$ cat config.mk
export PLATFORM = sky130hd
export DESIGN_NAME = writeback_stage_flat
export DESIGN_NICKNAME = d
export VERILOG_FILES = /design/src/rtl/mips_pkg.sv /design/src/rtl/writeback_stage_if.sv /design/src/rtl/wb_timeout_counter.sv /design/src/rtl/writeback_stage.sv /design/src/flat_wrapper.sv
export SDC_FILE = /design/constraint.sdc
export NUM_CORES = 1
export LEC_CHECK = 0
export BUFFER_PORTS_ARGS = -buffer_cell sky130_fd_sc_hd__buf_2
export CORE_MARGIN = 2
export CORE_UTILIZATION = 25
export CTS_BUF_LIST = sky130_fd_sc_hd__clkbuf_8 sky130_fd_sc_hd__clkbuf_16
export DETAILED_ROUTE_END_ITERATION = 8
export PLACE_DENSITY = 0.45
export SKIP_CTS_REPAIR_TIMING = 1
export SYNTH_ARGS = -nofsm -noshare
export SYNTH_HDL_FRONTEND = slang
export SYNTH_HIERARCHICAL = 1
export SYNTH_SLANG_ARGS = --single-unit
$ cat constraint.sdc
create_clock -name clk -period 6.7 [get_ports clk]
set_input_delay 0.67 -clock clk [delete_from_list [all_inputs] [get_ports clk]]
set_output_delay 0.67 -clock clk [all_outputs]
set_load 0.02 [all_outputs]
$ cat src/rtl/mips_pkg.sv
// Shared MIPS pipeline definitions: default widths, the $zero index and the
// writeback-stage state type.
package mips_pkg;

    localparam int DEF_DATA_WIDTH     = 32;
    localparam int DEF_REG_ADDR_WIDTH = 5;

    localparam logic [4:0] REG_ZERO = 5'd0;

    typedef enum logic [1:0] {
        IDLE,
        WAIT_MEM,
        COMMIT
    } wb_state_t;

endpackage

$ cat src/rtl/writeback_stage_if.sv
// MEM->WB handshake plus the register-file write port and forwarding taps.
// master = MEM stage / register file side, slave = writeback stage.
interface writeback_stage_if
    import mips_pkg::*;
#(
    parameter int DATA_WIDTH     = DEF_DATA_WIDTH,
    parameter int REG_ADDR_WIDTH = DEF_REG_ADDR_WIDTH,
    parameter int CNT_WIDTH      = 32
);
    logic                      inValid;
    logic                      inReady;
    logic [DATA_WIDTH-1:0]     aluResult;
    logic [REG_ADDR_WIDTH-1:0] writeRegisterIn;
    logic                      RegisterWriteIn;
    logic                      MemoryToRegisterIn;
    logic                      memDataValid;
    logic [DATA_WIDTH-1:0]     memData;
    logic                      flush;
    logic                      stall;
    logic [DATA_WIDTH-1:0]     writeBack;
    logic [REG_ADDR_WIDTH-1:0] writeRegister;
    logic                      RegisterWrite;
    logic                      fwdValid;
    logic [REG_ADDR_WIDTH-1:0] fwdRegister;
    logic [DATA_WIDTH-1:0]     fwdData;
    logic                      memTimeout;
    logic [CNT_WIDTH-1:0]      retiredCount;

    modport master (
        output inValid, aluResult, writeRegisterIn, RegisterWriteIn,
               MemoryToRegisterIn, memDataValid, memData, flush,
        input  inReady, stall, writeBack, writeRegister, RegisterWrite,
               fwdValid, fwdRegister, fwdData, memTimeout, retiredCount
    );

    modport slave (
        input  inValid, aluResult, writeRegisterIn, RegisterWriteIn,
               MemoryToRegisterIn, memDataValid, memData, flush,
        output inReady, stall, writeBack, writeRegister, RegisterWrite,
               fwdValid, fwdRegister, fwdData, memTimeout, retiredCount
    );

endinterface

$ cat src/rtl/wb_timeout_counter.sv
// Counts cycles spent waiting for load data; expire_o flags the last
// permitted waiting cycle.
module wb_timeout_counter #(
    parameter int MEM_TIMEOUT = 16
) (
    input  logic clk,
    input  logic rst,
    input  logic clear_i,
    input  logic enable_i,
    output logic expire_o
);
    localparam int CW = $clog2(MEM_TIMEOUT + 1);

    logic [CW-1:0] count_q, count_d;

    // NOTE: combinational blocks assign every output a default first, so no path can infer a latch.
    always_comb begin
        count_d = count_q;
        if (clear_i) begin
            count_d = '0;
        end else if (enable_i) begin
            count_d = count_q + 1'b1;
        end
    end

    // NOTE: state registers use non-blocking assignments so all flops update together at the edge.
    always_ff @(posedge clk or posedge rst) begin
        if (rst) begin
            count_q <= '0;
        end else begin
            count_q <= count_d;
        end
    end

    assign expire_o = enable_i && (count_q == CW'(MEM_TIMEOUT - 1));

endmodule

$ cat src/rtl/writeback_stage.sv
// MIPS MEM/WB stage: retires instructions into the register file, waits for
// late load data with a timeout, and exposes the committing write for forwarding.
module writeback_stage
    import mips_pkg::*;
#(
    parameter int DATA_WIDTH     = DEF_DATA_WIDTH,
    parameter int REG_ADDR_WIDTH = DEF_REG_ADDR_WIDTH,
    parameter int MEM_TIMEOUT    = 16,
    parameter int CNT_WIDTH      = 32
) (
    input  logic              clk,
    input  logic              rst,
    writeback_stage_if.slave  bus
);
    wb_state_t                 state_q, state_d;
    logic [REG_ADDR_WIDTH-1:0] pend_reg_q, pend_reg_d;
    logic                      pend_we_q, pend_we_d;
    logic                      wr_en_q, wr_en_d;
    logic [REG_ADDR_WIDTH-1:0] wb_reg_q, wb_reg_d;
    logic [DATA_WIDTH-1:0]     wb_data_q, wb_data_d;
    logic [CNT_WIDTH-1:0]      retired_q, retired_d;
    logic                      timeout_q, timeout_d;

    logic                      accept;
    logic                      cnt_clear;
    logic                      cnt_expire;
    logic                      commit;
    logic [REG_ADDR_WIDTH-1:0] commit_reg;
    logic                      commit_we;
    logic [DATA_WIDTH-1:0]     commit_data;

    assign bus.inReady = !bus.flush && (state_q != WAIT_MEM);
    assign bus.stall   = (state_q == WAIT_MEM);
    assign accept      = bus.inValid && bus.inReady;

    wb_timeout_counter #(
        .MEM_TIMEOUT (MEM_TIMEOUT)
    ) u_timeout (
        .clk      (clk),
        .rst      (rst),
        .clear_i  (cnt_clear),
        .enable_i (state_q == WAIT_MEM),
        .expire_o (cnt_expire)
    );

    always_comb begin
        state_d     = state_q;
        pend_reg_d  = pend_reg_q;
        pend_we_d   = pend_we_q;
        wr_en_d     = 1'b0;
        wb_reg_d    = wb_reg_q;
        wb_data_d   = wb_data_q;
        retired_d   = retired_q;
        timeout_d   = timeout_q;
        cnt_clear   = 1'b0;
        commit      = 1'b0;
        commit_reg  = bus.writeRegisterIn;
        commit_we   = bus.RegisterWriteIn;
        commit_data = bus.aluResult;

        unique case (state_q)
            IDLE, COMMIT: begin
                state_d = IDLE;
                if (accept) begin
                    if (!bus.MemoryToRegisterIn) begin
                        commit = 1'b1;
                    end else if (bus.memDataValid) begin
                        commit      = 1'b1;
                        commit_data = bus.memData;
                    end else begin
                        state_d    = WAIT_MEM;
                        cnt_clear  = 1'b1;
                        pend_reg_d = bus.writeRegisterIn;
                        pend_we_d  = bus.RegisterWriteIn;
                    end
                end
            end
            WAIT_MEM: begin
                commit_reg  = pend_reg_q;
                commit_we   = pend_we_q;
                commit_data = bus.memData;
                // Priority: flush, then arriving data, then expiry.
                if (bus.flush) begin
                    state_d = IDLE;
                end else if (bus.memDataValid) begin
                    commit = 1'b1;
                end else if (cnt_expire) begin
                    state_d   = IDLE;
                    timeout_d = 1'b1;
                end
            end
            default: state_d = IDLE;
        endcase

        // Writes to $zero retire without touching the write port.
        if (commit) begin
            state_d   = COMMIT;
            retired_d = retired_q + 1'b1;
            if (commit_we && (commit_reg != REG_ADDR_WIDTH'(REG_ZERO))) begin
                wr_en_d   = 1'b1;
                wb_reg_d  = commit_reg;
                wb_data_d = commit_data;
            end
        end
    end

    always_ff @(posedge clk or posedge rst) begin
        if (rst) begin
            state_q    <= IDLE;
            pend_reg_q <= '0;
            pend_we_q  <= 1'b0;
            wr_en_q    <= 1'b0;
            wb_reg_q   <= '0;
            wb_data_q  <= '0;
            retired_q  <= '0;
            timeout_q  <= 1'b0;
        end else begin
            state_q    <= state_d;
            pend_reg_q <= pend_reg_d;
            pend_we_q  <= pend_we_d;
            wr_en_q    <= wr_en_d;
            wb_reg_q   <= wb_reg_d;
            wb_data_q  <= wb_data_d;
            retired_q  <= retired_d;
            timeout_q  <= timeout_d;
        end
    end

    assign bus.RegisterWrite = wr_en_q;
    assign bus.writeRegister = wb_reg_q;
    assign bus.writeBack     = wb_data_q;
    assign bus.fwdValid      = wr_en_q;
    assign bus.fwdRegister   = wb_reg_q;
    assign bus.fwdData       = wb_data_q;
    assign bus.memTimeout    = timeout_q;
    assign bus.retiredCount  = retired_q;

endmodule

$ cat src/flat_wrapper.sv
// flat-port wrapper written by rule: the top's interface ports become plain ports
module writeback_stage_flat import mips_pkg::*;
#(
    parameter int DATA_WIDTH     = DEF_DATA_WIDTH,
    parameter int REG_ADDR_WIDTH = DEF_REG_ADDR_WIDTH,
    parameter int MEM_TIMEOUT    = 16,
    parameter int CNT_WIDTH      = 32
)
  (clk, rst, bus_inValid, bus_aluResult, bus_writeRegisterIn, bus_RegisterWriteIn, bus_MemoryToRegisterIn, bus_memDataValid, bus_memData, bus_flush, bus_inReady, bus_stall, bus_writeBack, bus_writeRegister, bus_RegisterWrite, bus_fwdValid, bus_fwdRegister, bus_fwdData, bus_memTimeout, bus_retiredCount);
  writeback_stage_if #(.DATA_WIDTH(DATA_WIDTH), .REG_ADDR_WIDTH(REG_ADDR_WIDTH), .CNT_WIDTH(CNT_WIDTH)) bus_i ();
  input  logic clk;
  input  logic rst;
  input wire logic [$bits(bus_i.inValid)-1:0] bus_inValid;
  input wire logic [$bits(bus_i.aluResult)-1:0] bus_aluResult;
  input wire logic [$bits(bus_i.writeRegisterIn)-1:0] bus_writeRegisterIn;
  input wire logic [$bits(bus_i.RegisterWriteIn)-1:0] bus_RegisterWriteIn;
  input wire logic [$bits(bus_i.MemoryToRegisterIn)-1:0] bus_MemoryToRegisterIn;
  input wire logic [$bits(bus_i.memDataValid)-1:0] bus_memDataValid;
  input wire logic [$bits(bus_i.memData)-1:0] bus_memData;
  input wire logic [$bits(bus_i.flush)-1:0] bus_flush;
  output wire logic [$bits(bus_i.inReady)-1:0] bus_inReady;
  output wire logic [$bits(bus_i.stall)-1:0] bus_stall;
  output wire logic [$bits(bus_i.writeBack)-1:0] bus_writeBack;
  output wire logic [$bits(bus_i.writeRegister)-1:0] bus_writeRegister;
  output wire logic [$bits(bus_i.RegisterWrite)-1:0] bus_RegisterWrite;
  output wire logic [$bits(bus_i.fwdValid)-1:0] bus_fwdValid;
  output wire logic [$bits(bus_i.fwdRegister)-1:0] bus_fwdRegister;
  output wire logic [$bits(bus_i.fwdData)-1:0] bus_fwdData;
  output wire logic [$bits(bus_i.memTimeout)-1:0] bus_memTimeout;
  output wire logic [$bits(bus_i.retiredCount)-1:0] bus_retiredCount;
  assign bus_i.inValid = bus_inValid;
  assign bus_i.aluResult = bus_aluResult;
  assign bus_i.writeRegisterIn = bus_writeRegisterIn;
  assign bus_i.RegisterWriteIn = bus_RegisterWriteIn;
  assign bus_i.MemoryToRegisterIn = bus_MemoryToRegisterIn;
  assign bus_i.memDataValid = bus_memDataValid;
  assign bus_i.memData = bus_memData;
  assign bus_i.flush = bus_flush;
  assign bus_inReady = bus_i.inReady;
  assign bus_stall = bus_i.stall;
  assign bus_writeBack = bus_i.writeBack;
  assign bus_writeRegister = bus_i.writeRegister;
  assign bus_RegisterWrite = bus_i.RegisterWrite;
  assign bus_fwdValid = bus_i.fwdValid;
  assign bus_fwdRegister = bus_i.fwdRegister;
  assign bus_fwdData = bus_i.fwdData;
  assign bus_memTimeout = bus_i.memTimeout;
  assign bus_retiredCount = bus_i.retiredCount;
  writeback_stage #(.DATA_WIDTH(DATA_WIDTH), .REG_ADDR_WIDTH(REG_ADDR_WIDTH), .MEM_TIMEOUT(MEM_TIMEOUT), .CNT_WIDTH(CNT_WIDTH)) u_core (.clk(clk), .rst(rst), .bus(bus_i));
endmodule
## After elaboration in Yosys (flattened, before gate mapping)

Cells that the tools add are included.

| cells by class | value |
|---|---|
| mux-type cells | 27 |
| bitwise gates (word level) | 2 |
| shift-type cells | 0 |
| div/mod/pow operators | 0 |
| $mul | 0 |
| reductions and logical operators | 13 |
| order comparisons | 0 |
| add/subtract/negate cells | 2 |
| equal/unequal tests | 6 |

Operators by type and width:

| operator | number |
|---|---|
| $mux 32 | 3 |
| $pmux 32 s2 | 1 |
| $add 32x1->32 const B | 1 |
| $mux 5 | 3 |
| $mux 1 | 12 |
| $mux 2 | 6 |
| $reduce_and 4->1 | 2 |
| $add 5x1->5 const B | 1 |
| $eq 5x4->1 const B | 1 |
| $reduce_bool 5->1 | 1 |
| $logic_and 1x1->1 | 4 |
| $ne 4x2->1 const B | 1 |
| $ne 4x3->1 const B | 1 |
| $pmux 2 s2 | 1 |
| $reduce_and 2->1 | 2 |
| $eq 2x1->1 const B | 1 |
| $eq 2x2->1 const B | 1 |
| $logic_not 2->1 | 1 |
| $ne 2x1->1 const B | 1 |
| $not 1->1 | 2 |
| $pmux 1 s2 | 1 |
| $reduce_bool 2->1 | 1 |
| $reduce_or 2->1 | 1 |
| $logic_not 1->1 | 1 |

| storage, ports and cells | value |
|---|---|
| flip-flop bits (word level) | 84 |
| ROM bits | 0 |
| memory bits (writable) | 0 |
| memories kept | 0 |
| latch bits | 0 |
| input port bits | 76 |
| output and inout port bits | 111 |
| logic and storage cells | 59 |

## Longest topological paths before layout

| logic depth | value |
|---|---|
| depth after elaboration | 7 |
| gate-level depth with buffers | 10 |

## Hierarchy

The synthesis kept the hierarchy.

By module, submodules not included:

| module | area an instance (µm²) | times used | cells an instance |
|---|---|---|---|
| writeback_stage | 4120.2 | 1 | 385 |
| wb_timeout_counter | 289.0 | 1 | 25 |

## Worst setup path after synthesis

Ideal clock, no wire load.

| path | value |
|---|---|
| kind | input to register |
| from | input bus_flush |
| to | register u_core.u_timeout.count_q[3] |
| setup time | 0.125 ns |
| data arrival time | 1.901 ns |
| path buffers | 1 |
| path slack | 4.674 ns |
| stages | 6 |
| cell sequence | clkbuf_1 nor2_1 nand3_1 inv_1 and2b_1 mux2_4 |

| on the way | value |
|---|---|
| cells in the longest elaborated chain, start to end | 6 |

RTL lines:

| item | line | source |
|---|---|---|
| start, declared | flat_wrapper.sv:20 | `input wire logic [$bits(bus_i.flush)-1:0] bus_flush;` |
| $logic_not 1->1 (*) | writeback_stage.sv:32 | `assign bus.inReady = !bus.flush && (state_q != WAIT_MEM);` |
| $logic_and 1x1->1 (*) | writeback_stage.sv:32 |  |
| $logic_and 1x1->1 (*) | writeback_stage.sv:34 | `assign accept = bus.inValid && bus.inReady;` |
| $mux 1 (*) | writeback_stage.sv:64 | `if (accept) begin` |
| $mux 1 (*) | writeback_stage.sv:61 | `unique case (state_q)` |
| via u_core.cnt_clear | writeback_stage.sv:25 | `logic cnt_clear;` |
| $mux 5 or $reduce_bool 2->1 (tied branches) | - |  |
| end signal, assigned | wb_timeout_counter.sv:31 | `count_q <= count_d;` |
| end, declared | wb_timeout_counter.sv:14 | `logic [CW-1:0] count_q, count_d;` |

The timed path passes the listed nets; every way through them passes the cells marked *.
A chain may end at the register's enable or synchronous reset.

## Worst setup path after layout

| path | value |
|---|---|
| from | register u_core.state_q[1] |
| to | register u_core.wb_data_q[17], in the netlist u_core/bus.fwdData[17] |

| on the way | value |
|---|---|
| cells in the longest elaborated chain, start to end | 6 |

RTL lines:

| item | line | source |
|---|---|---|
| start, declared | writeback_stage.sv:15 | `wb_state_t state_q, state_d;` |
| start signal, assigned | writeback_stage.sv:118 | `state_q <= state_d;` |
| $ne 2x1->1 | writeback_stage.sv:32 |  |
| $logic_and 1x1->1 | writeback_stage.sv:32 |  |
| $logic_and 1x1->1 | writeback_stage.sv:34 |  |
| $mux 1 | writeback_stage.sv:64 |  |
| $pmux 1 s2 | writeback_stage.sv:61 |  |
| $reduce_and 2->1 (no source line) | - |  |
| end signal, assigned | writeback_stage.sv:123 | `wb_data_q <= wb_data_d;` |
| end, declared | writeback_stage.sv:20 | `logic [DATA_WIDTH-1:0] wb_data_q, wb_data_d;` |

Several ways; a longest one is shown, not always the timed one.

==> out/results.ini <==
[clock_network]
cts_buffer_depth = 2
path_clk_slew_ps = 60
cts_root_buf = clkbuf_16
clock_latency_ps = 350
numCtsBuffers = 9
cts_sinks = 84
cts_tree = done
htreeDepth = 3

[synthesis]
synthTopCellsByArea = dfrtp_1, mux2i_1, buf_4
yosys_warnings = 6
synth_area_um2 = 4410
async_flop_share = 1.00
syn_inst = 410
synth_area_leader_cell = dfrtp_1
ys_seq_area_frac = 0.477
yosysMostFrequentCell = dfrtp_1
syn_nets = 489
synthDistinctLibCells = 48
ys_ff_latch = 84
yosys-top-cells-count = dfrtp_1, nor2_1, nand2_1, buf_4, mux2i_1
synth_edf_count = 0
synth_flop_cell = dfrtp_1
netlist.area_leader.share = 0.477
syn_area_per_cell_um2 = 10.8

[finish]
area_growth_pct = 25.7
regArea_um2 = 2100
final_util = 0.320
nets = 635
fill_cells = 1828
multi_input_area_um2 = 1860
drive_above_1_share = 0.478
n_antenna_cell = 0

[floorplan]
ios = 187
core_um2 = 17300
start_util = 0.255
row_count = 48
die_h_um = 137
die_w_um = 137
dieArea_um2 = 18700

[placed_design]
pre_cts_ws_ps = 4060
hpwl_um = 7850
gp_congestion = 0.742
io_buffers = 186

[timing]
tightest_slew_ps = 1040
period_needed_ps = 2580
fmax_ghz = 0.387
hold_viol_final = 0
fin_tns_setup_ps = 0
rsz0062_at_grt = no
postLayoutSetupSlackWorst_ps = 4120
finalMaxSlewViolations = 0
period_share = 0.385
fin_skew_ps = 8.44
maxSlewHeadroom = 0.304
finalSetupViolations = 0

[worst_setup_path]
crit_path_max_fanout = 75
required_ps = 6970
endpoint_kind = flip-flop
crit_arrival_ps = 2850
start_kind = flip-flop
path_class = reg2reg

[power]
ir_worst_vdd_mv = 0.155
power.sequential.fraction = 0.391
power.density_nw_per_um2 = 323
finalPower_w = 0.00179
leakage_nw = 2.64
p_sw_w = 0.000646
power_frac_comb = 0.309
p_sw_frac = 0.361
p_clk_frac = 0.300
p_int_w = 0.00114

[routing]
antenna_left = 0
wl_per_cell_um = 13.7
route.final.wire_length_um = 10800
drt_iter0_drc = 104
num_vias = 3349
drc = 0
detail_route.vias_per_cell = 4.26
drt_pass1_iterations = 4

[hold_path]
hold_path.class = in2async

[global_route]
grt_start_max_net_pins = 80
antenna_found_initial = 0
grt_usage = 0.112
grt_pass1_wl_um = 16100
grt-ovfl-total = 0
grt_pass1_vias = 3090

[run]
drv_cap = 0

[status]
status = complete, no violations

==> worst max-delay path, cell delays in order (launching register included) <==
cell	delay [ps]
dfrtp_1	350
nand2b_1	310
clkinv_2	330
a22oi_1	240
a211oi_4	190
buf_4	750
nor2_1	110
a21oi_2	130
==> sequential cells by signal (all words and copies together) (netlist names) <==
name and flops:
u_core/u_timeout/count_q 5, u_core/pend_we_q 1, u_core/bus.RegisterWrite 1, u_core/bus.fwdRegister 5, u_core/state_q 2, u_core/bus.memTimeout 1
u_core/bus.retiredCount 32, u_core/bus.fwdData 32, u_core/pend_reg_q 5
==> cell usage in the layout (no fill, tap or decap), drive strengths merged, types with 3 or more instances in the layout <==
master	instances
a21oi	34
a31oi	5
buf	188
clkbuf	10
clkinv	3
dfrtp	84
ha	3
inv	9
mux2i	33
nand2	39
nand3	14
nand4	10
nor2	58
nor3	7
xnor2	15
xor2	17
==> power groups by stage <==
stage	Sequential, W	Combinational [W]	Clock [W]
floorplan	0.000792	0.000354	0
global placement	0.000706	0.000560	0
detailed placement	0.000711	0.000560	0
CTS	0.000702	0.000562	0.000560
global route	0.000716	0.000607	0.000579
finish	0.000699	0.000553	0.000537
==> path summary, 6_finish.rpt <==
check	start	end	slack [ps]	cells past startpoint
setup / recovery	u_core/state_q[1]$_DFFE_PP0P_	u_core/bus.fwdData[17]$_DFFE_PP0P_	4120	7
hold / removal	rst	u_core/u_timeout/count_q[2]$_DFFE_PP0P_	240	2
setup reg to reg	u_core/state_q[1]$_DFFE_PP0P_	u_core/bus.fwdData[17]$_DFFE_PP0P_	4120	7
hold reg to reg	u_core/bus.retiredCount[31]$_DFFE_PP0P_	u_core/bus.retiredCount[31]$_DFFE_PP0P_	480	1
max in group asynchronous	rst	u_core/bus.fwdData[0]$_DFFE_PP0P_	5360	3
min in group clk	u_core/bus.retiredCount[31]$_DFFE_PP0P_	u_core/bus.retiredCount[31]$_DFFE_PP0P_	480	1
==> cell type report <==
| type | count | area share |
|---|---|---|
| Inverter | 9 | 0.00655 |
| Multi-Input combinational cell | 264 | 0.335 |
| Timing Repair Buffer | 188 | 0.171 |
| Tap cell | 225 | 0.0508 |
| Clock inverter | 6 | 0.0145 |
| Clock buffer | 10 | 0.0431 |
| Sequential cell | 84 | 0.379 |
==> metrics by stage <==
stage               hold slack [ps]  instances  instance area [µm²]
floorplan                       449        410                 4410
global placement                457        770                 5220
detailed placement              477        770                 5220
CTS                             234        786                 5540
global route                    254        786                 5540
finish                          242        786                 5540
==> metal layers <==
| layer | vias to the layer above | track usage | routed length, µm |
|---|---|---|---|
| met5 | - | 0 | 0 |
| met4 | 0 | 0.0412 | 155 |
| met3 | 13 | 0.0374 | 993 |
| met2 | 143 | 0.178 | 4840 |
| met1 | 1555 | 0.143 | 4780 |
| li1 | 1638 | - | - |
==> cells by family (layout without fill, tap and decap cells) <==
kind of cell             Yosys count  after routing  share of synthesized area
AND/OR/NAND/NOR                  147            147                      0.165
XOR/XNOR                          32             32                     0.0636
adder cells (fa/ha/maj)            3              3                    0.00851
flip-flops                        84             84                      0.477
multiplexers                      35             35                     0.0809
buffers and inverters             62            213                      0.103
AO/OA/AOI/OAI                     47             47                      0.102
(Power assumes the default switching activity.)
